===== src/rtl/ascon_ctrl_fsm.sv =====
// Control sequencer for the ASCON-128 permutation datapath.
// Steps INIT -> AD -> PT blocks -> FINAL and drives round index and the XOR and enable controls.
module ascon_ctrl_fsm #(
  parameter int unsigned NB_BLOCKS = 4
) (
  input  logic       clock_i,
  input  logic       resetb_i,
  input  logic       start_i,
  input  logic       data_valid_i,
  output logic       data_ready_o,
  output logic [3:0] round_o,
  output logic       enable_o,
  output logic       input_mode_o,
  output logic       en_xor_begin_data_o,
  output logic       en_xor_begin_key_o,
  output logic       bypass_xor_end_o,
  output logic       mode_xor_key_o,
  output logic       cipher_valid_o,
  output logic       tag_valid_o,
  output logic       busy_o
);

  localparam int unsigned BC_W    = $clog2(NB_BLOCKS) + 1;
  localparam logic [3:0]  RC_LAST = 4'd11;
  localparam logic [3:0]  RC_HALF = 4'd6;
  localparam logic [BC_W-1:0] BC_LAST = BC_W'(NB_BLOCKS - 1);

  typedef enum logic [2:0] {
    S_IDLE, S_INIT, S_WAIT_AD, S_AD, S_WAIT_PT, S_PT, S_FINAL, S_DONE
  } state_t;

  state_t          state, state_nxt;
  logic [3:0]      rc, rc_nxt;
  logic [BC_W-1:0] bc, bc_nxt;

  logic       data_ready_c, enable_c, input_mode_c, xor_data_c, xor_key_c;
  logic       bypass_c, mode_key_c, cipher_valid_c, tag_valid_c, busy_c;
  logic [3:0] round_c;

  // Next state and counters; rc is reloaded on every phase entry.
  always_comb begin
    state_nxt = state;
    rc_nxt    = rc;
    bc_nxt    = bc;
    case (state)
      S_IDLE: begin
        if (start_i) begin
          state_nxt = S_INIT;
          rc_nxt    = 4'd0;
          bc_nxt    = '0;
        end
      end
      S_INIT: begin
        if (rc == RC_LAST) begin
          state_nxt = S_WAIT_AD;
          rc_nxt    = 4'd0;
        end else begin
          rc_nxt = rc + 4'd1;
        end
      end
      S_WAIT_AD: begin
        if (data_valid_i) begin
          state_nxt = S_AD;
          rc_nxt    = RC_HALF;
        end
      end
      S_AD: begin
        if (rc == RC_LAST) begin
          state_nxt = S_WAIT_PT;
          rc_nxt    = 4'd0;
        end else begin
          rc_nxt = rc + 4'd1;
        end
      end
      S_WAIT_PT: begin
        if (data_valid_i) begin
          if (bc == BC_LAST) begin
            state_nxt = S_FINAL;
            rc_nxt    = 4'd0;
          end else begin
            state_nxt = S_PT;
            rc_nxt    = RC_HALF;
          end
        end
      end
      S_PT: begin
        if (rc == RC_LAST) begin
          state_nxt = S_WAIT_PT;
          rc_nxt    = 4'd0;
          bc_nxt    = bc + BC_W'(1);
        end else begin
          rc_nxt = rc + 4'd1;
        end
      end
      S_FINAL: begin
        if (rc == RC_LAST) begin
          state_nxt = S_DONE;
          rc_nxt    = 4'd0;
        end else begin
          rc_nxt = rc + 4'd1;
        end
      end
      S_DONE:  state_nxt = S_IDLE;
      default: state_nxt = S_IDLE;
    endcase
  end

  // Moore decode of the upcoming state so the registered outputs line up with it.
  always_comb begin
    data_ready_c   = 1'b0;
    round_c        = 4'd0;
    enable_c       = 1'b0;
    input_mode_c   = 1'b0;
    xor_data_c     = 1'b0;
    xor_key_c      = 1'b0;
    bypass_c       = 1'b1;
    mode_key_c     = 1'b0;
    cipher_valid_c = 1'b0;
    tag_valid_c    = 1'b0;
    busy_c         = (state_nxt != S_IDLE);
    case (state_nxt)
      S_INIT: begin
        enable_c     = 1'b1;
        round_c      = rc_nxt;
        input_mode_c = (rc_nxt != 4'd0);
        if (rc_nxt == RC_LAST) begin
          bypass_c   = 1'b0;
          mode_key_c = 1'b1;
        end
      end
      S_WAIT_AD, S_WAIT_PT: data_ready_c = 1'b1;
      S_AD: begin
        enable_c     = 1'b1;
        input_mode_c = 1'b1;
        round_c      = rc_nxt;
        xor_data_c   = (rc_nxt == RC_HALF);
        // Domain separation: XOR 1 into the LSB after the last AD round.
        if (rc_nxt == RC_LAST) bypass_c = 1'b0;
      end
      S_PT: begin
        enable_c       = 1'b1;
        input_mode_c   = 1'b1;
        round_c        = rc_nxt;
        xor_data_c     = (rc_nxt == RC_HALF);
        cipher_valid_c = (rc_nxt == RC_HALF);
      end
      S_FINAL: begin
        enable_c     = 1'b1;
        input_mode_c = 1'b1;
        round_c      = rc_nxt;
        if (rc_nxt == 4'd0) begin
          xor_data_c     = 1'b1;
          xor_key_c      = 1'b1;
          cipher_valid_c = 1'b1;
        end
        if (rc_nxt == RC_LAST) begin
          bypass_c   = 1'b0;
          mode_key_c = 1'b1;
        end
      end
      S_DONE:  tag_valid_c = 1'b1;
      default: ;
    endcase
  end

  always_ff @(posedge clock_i or posedge resetb_i) begin
    if (resetb_i) begin
      state               <= S_IDLE;
      rc                  <= 4'd0;
      bc                  <= '0;
      data_ready_o        <= 1'b0;
      round_o             <= 4'd0;
      enable_o            <= 1'b0;
      input_mode_o        <= 1'b0;
      en_xor_begin_data_o <= 1'b0;
      en_xor_begin_key_o  <= 1'b0;
      bypass_xor_end_o    <= 1'b1;
      mode_xor_key_o      <= 1'b0;
      cipher_valid_o      <= 1'b0;
      tag_valid_o         <= 1'b0;
      busy_o              <= 1'b0;
    end else begin
      state               <= state_nxt;
      rc                  <= rc_nxt;
      bc                  <= bc_nxt;
      data_ready_o        <= data_ready_c;
      round_o             <= round_c;
      enable_o            <= enable_c;
      input_mode_o        <= input_mode_c;
      en_xor_begin_data_o <= xor_data_c;
      en_xor_begin_key_o  <= xor_key_c;
      bypass_xor_end_o    <= bypass_c;
      mode_xor_key_o      <= mode_key_c;
      cipher_valid_o      <= cipher_valid_c;
      tag_valid_o         <= tag_valid_c;
      busy_o              <= busy_c;
    end
  end

endmodule


===== config.mk =====
export PLATFORM = sky130hd
export DESIGN_NAME = ascon_ctrl_fsm
export DESIGN_NICKNAME = d
export VERILOG_FILES = /design/src/rtl/ascon_ctrl_fsm.sv
export SDC_FILE = /design/constraint.sdc
export NUM_CORES = 1
export LEC_CHECK = 0
export ABC_AREA = 1
export CORE_MARGIN = 1
export CORE_UTILIZATION = 49
export DETAILED_ROUTE_END_ITERATION = 6
export GPL_ROUTABILITY_DRIVEN = 0
export GPL_TIMING_DRIVEN = 0
export PLACE_DENSITY = 0.8
export SETUP_SLACK_MARGIN = 0.3
export SLEW_MARGIN = 10
export SYNTH_ARGS = -nofsm -noshare
export SYNTH_HDL_FRONTEND = slang
export SYNTH_SLANG_ARGS = --single-unit
export TNS_END_PERCENT = 20

===== constraint.sdc =====
create_clock -name clock_i -period 1.55 [get_ports clock_i]
set_input_delay 0.3875 -clock clock_i [delete_from_list [all_inputs] [get_ports clock_i]]
set_output_delay 0.3875 -clock clock_i [all_outputs]
set_load 0.02 [all_outputs]

After elaboration in Yosys (flattened, before gate mapping):

Index checks and enable logic that the tools add are counted.

* bits in registers: 24
* latch bits: 0
* memory bits (writable): 0
* memory bits (read-only): 0
* input bits: 4
* output and inout port bits: 14
* word-level logic and storage cells: 80
* memories: 0

* add/subtract/negate cells: 2
* multiply operators: 0
* divide/modulo/power cells: 0
* order comparisons: 0
* equality and inequality tests: 20
* shifts and indexed selects: 0
* mux-type cells: 30
* bitwise logic cells: 0
* reductions and logical operators: 14

Operators with widths (count)
* $mux 3: 9
* $eq 3x3->1 const B: 8
* $pmux 3 s7: 1
* $mux 4: 5
* $pmux 4 s4: 1
* $eq 3x2->1 const B: 5
* $mux 1: 9
* $eq 4x4->1 const B: 2
* $reduce_or 2->1: 4
* $reduce_or 4->1: 2
* $eq 3x1->1 const B: 2
* $pmux 1 s2: 3
* $pmux 3 s2: 1
* $reduce_or 3->1: 2
* $add 4x1->4 const B: 1
* $eq 4x3->1 const B: 1
* $logic_not 4->1: 1
* $ne 2x2->1 const B: 2
* $reduce_bool 4->1: 1
* $add 3x1->3 const B: 1
* $logic_not 3->1: 1
* $reduce_and 3->1: 1
* $reduce_bool 3->1: 1
* $mux 2: 1
* $reduce_bool 2->1: 1

Depth between registers and ports, before layout:

* depth after elaboration: 7
* depth in mapped cells: 14
* depth with buffers taken out: 14

Least setup slack after synthesis:

No wires, ideal clock.

* kind: register to register
* from: reg bc[0]
* to: reg input_mode_o
* library setup time: 0.119 ns
* data arrival time: 1.553 ns
* required time: 1.431 ns
* setup slack: -0.122 ns
* cell stages (with the launch flop): 13
* buffers on the path: 0
* cells stage by stage: dfrtp_1 -> ha_1 -> ha_1 -> nand2_1 -> o21ai_0 -> nand2_1 -> nand2_1 -> nor2_2 -> inv_2 -> nand2_1 -> nand2_1 -> a21oi_1 -> nand2_1

* word-level cells in the longest chain between the ends: 7
* elaborated cells between the ends (all ways): 14

RTL lines
* start: declaration: RTL line 34 `logic [BC_W-1:0] bc, bc_nxt;`
* start signal: assignment: RTL line 185 `bc <= bc_nxt;`
* $eq 3x2->1 (*): RTL line 77 `if (bc == BC_LAST) begin`
* $mux 2 (*): RTL line 77
* $mux 3 (*): RTL line 76 `if (data_valid_i) begin`
* $pmux 3 s7 (*): RTL line 45 `case (state)`
* named net state_nxt[1]: RTL line 32 `state_t state, state_nxt;`
* $eq 3x3->1 / $eq 3x2->1 (equally long branches): RTL line 121 `case (state_nxt)`
* $reduce_or 3->1 (no source line)
* $pmux 1 s2 (*): RTL line 121
* named net input_mode_c: RTL line 36 `logic data_ready_c, enable_c, input_mode_c, xor_data_c, xor_key_c;`
* end signal: assignment: RTL line 189 `input_mode_o <= input_mode_c;`
* end: declaration: RTL line 13 `output logic input_mode_o,`

Mark *: on every way through the listed nets, which the timed path passes. The rest lies on a longest branch.
A chain may end at the register's enable or synchronous reset.

Final worst setup path:

* from: reg bc[1]
* to: reg en_xor_begin_data_o

* word-level cells in the longest chain between the ends: 7
* elaborated cells between the ends (all ways): 15

RTL lines
* $eq 3x2->1 (*): RTL line 77
* $mux 2 / $mux 3 (equally long branches): RTL line 77
* $mux 3 / $mux 4 (equally long branches): RTL line 76
* $pmux 3 s7 / $pmux 4 s4 (equally long branches): RTL line 45
* $eq 3x2->1 (tied with other cells): RTL line 121
* $reduce_or 2->1 (no source line) / $mux 1 (equally long branches)
* $pmux 1 s2 (*): RTL line 121
* named net xor_data_c: RTL line 36
* end signal: assignment: RTL line 190 `en_xor_begin_data_o <= xor_data_c;`
* end: declaration: RTL line 14 `output logic en_xor_begin_data_o,`

Marked as above.

==> flow_summary.json <==
{
  "status": "finished with violations",
  "violations": "setup timing",
  "crit_top_cell": "nand2_1",
  "finalCriticalPeriod_ns": 1.734,
  "crit_chain": "ha_2, ha_4, nand2_4, inv_1, nand2_2, nand3_2, nand3_4, nand3_4, nand2_1, nand2_1, inv_1, nand2_1, nand2_2",
  "pin_count": 18,
  "maxCapViolations": 0,
  "p_per_area_nw_per_um2": 1987,
  "worstReg2RegEnd": "en_xor_begin_data_o",
  "cp_slowest_stage_delay_ns": 0.42,
  "cts.sinks": 24,
  "netlist.area_leader.share": 0.3990,
  "start_kind": "flip-flop",
  "synth-seq-cells": 24,
  "cts_buffer_depth": 2,
  "synth_area_sq_um": 1443,
  "place_worst_setup_slack_ns": -0.4858,
  "report.final.slew_viol_count": 0,
  "grt_pass1_vias": 1251,
  "top_usage_layer": "met2",
  "crit_path_max_fanout": 5,
  "grt_start_max_net_pins": 25,
  "rrSetupSlack_ns": -0.18,
  "grt_pass1_wl_um": 5471,
  "synth_area_leaders": "dfrtp_1 (40%), nand2_1 (14%), inv_1 (4.9%), nand3_1 (4.9%), nand3_2 (4.9%)",
  "fmaxAchievable_mhz": 576.8,
  "htreeDepth": 1,
  "ctsHoldBuffers": 0,
  "grt_use_met2": 0.3759,
  "power_leakage_nw": 1.016,
  "netlist_instances": 179,
  "fin_ws_ns": -0.1837,
  "grt.total_usage": 0.2189,
  "cts.reportedPaths.clkPinSlew_ns": 0.14,
  "dpl.hpwl_um": 2252,
  "final_cells": 244,
  "grt_overflow": 0,
  "fillers": 194,
  "slew_headroom": 0.6489,
  "worstMarginPinSlew_ns": 0.5256,
  "hold-worst-slack_ns": 0.4347,
  "grt_use_met1": 0.2665,
  "drt-total-wl_um": 3452,
  "clockRootBuffer": "clkbuf_4",
  "io_buffer_count": 17,
  "antenna_found_initial": 0,
  "ir_drop_mv": 1.729,
  "die_w_um": 56.26,
  "cts_made_buffers": 3,
  "die_area_sq_um": 3165,
  "clock_skew_ns": 0.005309,
  "final_hold_viol_count": 0,
  "ant_nets": 0,
  "synth.distinct_cells": 28,
  "globalRouteMet3Util": 0.03456,
  "finalSetupViolCount": 10,
  "yosysTopAreaCell": "dfrtp_1",
  "grt_setup_unrepaired": "yes",
  "drt_pass1_iterations": 4,
  "core-area_sq_um": 2781,
  "end_kind": "flip-flop",
  "reg2reg_depth": 13,
  "rows": 19,
  "drt_iter0_drc": 40,
  "crit_type": "reg -> reg",
  "syn_avg_cell_area_sq_um": 8.059,
  "design_area_sq_um": 2003,
  "ys_seq_area_frac": 0.4172,
  "cp_slowest_cell": "dfrtp_1",
  "antenna_cells": 0,
  "endpoint": "en_xor_begin_data_o",
  "start_util": 0.5187,
  "period_share": 1.119,
  "yosysWarnings": 0,
  "worstReg2RegStart": "bc[1]",
  "cp-startpoint": "bc[1]",
  "syn-num-nets": 186,
  "min_path_type": "in -> async",
  "crit_required_ns": 1.82,
  "drc": 0,
  "syn_to_final_growth_pct": 38.86,
  "tns_ns": -1.235,
  "tritoncts": "yes",
  "placed_cell_area_sq_um": 1672,
  "arrival_ns": 2.00,
  "drt-wirelength-per-cell_um": 14.15,
  "dp_cells": 227,
  "vias": 1353,
  "via_per_inst": 5.545,
  "clk_latency_ns": 0.32,
  "drive_above_1_share": 0.4930,
  "nets": 221,
  "die_y_um": 56.26
}
## through the flow
| stage | utilization | total power, W |
|---|---|---|
| after floorplan | - | 0.002435 |
| after global placement | 0.6010 | 0.002868 |
| after detailed placement | 0.6010 | 0.002934 |
| after CTS | 0.6505 | 0.003557 |
| after global routing | 0.7202 | 0.004252 |
| final | 0.7202 | 0.003981 |
## synth_stat cells (all sizes together)
library cell,count
nand2,56
inv,27
dfrtp,23
nand3,23
nor2,18
o21ai,8
a21oi,4
nand4,4
buf,3
ha,3
nor3,3
a21o,1
clkinv,1
dfstp,1
nand3b,1
o211ai,1
o31ai,1
xor2,1
## layer usage
| metal | up-vias | wire length, um |
|---|---|---|
| met5 | - | 0 |
| met4 | 0 | 83 |
| met1 | 646 | 1378 |
| li1 | 640 | - |
| met3 | 15 | 211 |
| met2 | 52 | 1778 |
## power by group
| group | switching (W) | internal, W | total [W] |
|---|---|---|---|
| clock network | 0.000200 | 0.000261 | 0.000461 |
| registers | 0.000138 | 0.000833 | 0.000971 |
| logic | 0.00154 | 0.00100 | 0.00255 |
## what timing repair did
action	4_1_cts	5_1_grt
setup buffers	7	5
pin swaps	10	16
setup endpoints to repair	34	57
cloned	0	1
gates resized for setup	90	43
## cell families (layout without fill, tap and decap cells)
family,count (synthesis),count (layout),share of synthesized area
flops,24,24,0.4172
simple gates,105,106,0.3712
buf+inv,31,64,0.09713
xor+xnor,1,1,0.006072
fa+ha+maj,3,3,0.02602
compound gates,15,15,0.08240
## placed cells by master, fill, tap and decap left out, drive strengths merged
master         count
nand2             56
buf               29
inv               26
nand3             24
dfrtp             23
nor2              18
o21ai              8
nand4              4
a21oi              4
clkbuf             3
nor3               3
ha                 3
clkdlybuf4s50      2
a21o               1
clkinv             1
xor2               1
o211ai             1
nand3b             1
clkinvlp           1
o31ai              1
dfstp              1
bufinv             1
dlygate4sd2        1
## worst max-delay path, delay by kind of cell, from the launching register on
kind	cells	cell delay, ns
and+or+nand+nor	9	0.77
DFF	1	0.42
adders and majority gates	2	0.36
buffers and inverters	2	0.12
## state kept, by name (all words and copies together), names as in the netlist
| signal | count |
|---|---|
| rc | 4 |
| round_o | 4 |
| bc | 3 |
| state | 3 |
| busy_o | 1 |
| bypass_xor_end_o | 1 |
| cipher_valid_o | 1 |
| data_ready_o | 1 |
| en_xor_begin_data_o | 1 |
| en_xor_begin_key_o | 1 |
| enable_o | 1 |
| input_mode_o | 1 |
| mode_xor_key_o | 1 |
| tag_valid_o | 1 |
## cell type report
class	instances	area, sq um	share of cell area
inverter	28	117.6	0.05871
tap	31	38.79	0.01936
clock buffer	3	22.52	0.01124
buffer	3	33.78	0.01686
sequential	24	601.8	0.3004
multi-input combinational	125	882.1	0.4404
clock inverter	1	30.03	0.01499
timing repair buffer	29	276.5	0.1380
## worst min-delay path by stage
stage                  start          end  slack, ns
global route        resetb_i       busy_o       0.47
CTS                    bc[2]        bc[2]       0.51
finish              resetb_i  tag_valid_o       0.43
detailed placement     bc[2]        bc[2]       0.48
global placement       bc[2]        bc[2]       0.47
floorplan           resetb_i        bc[0]       0.40
Note: power is estimated with default switching activity, not from simulation.
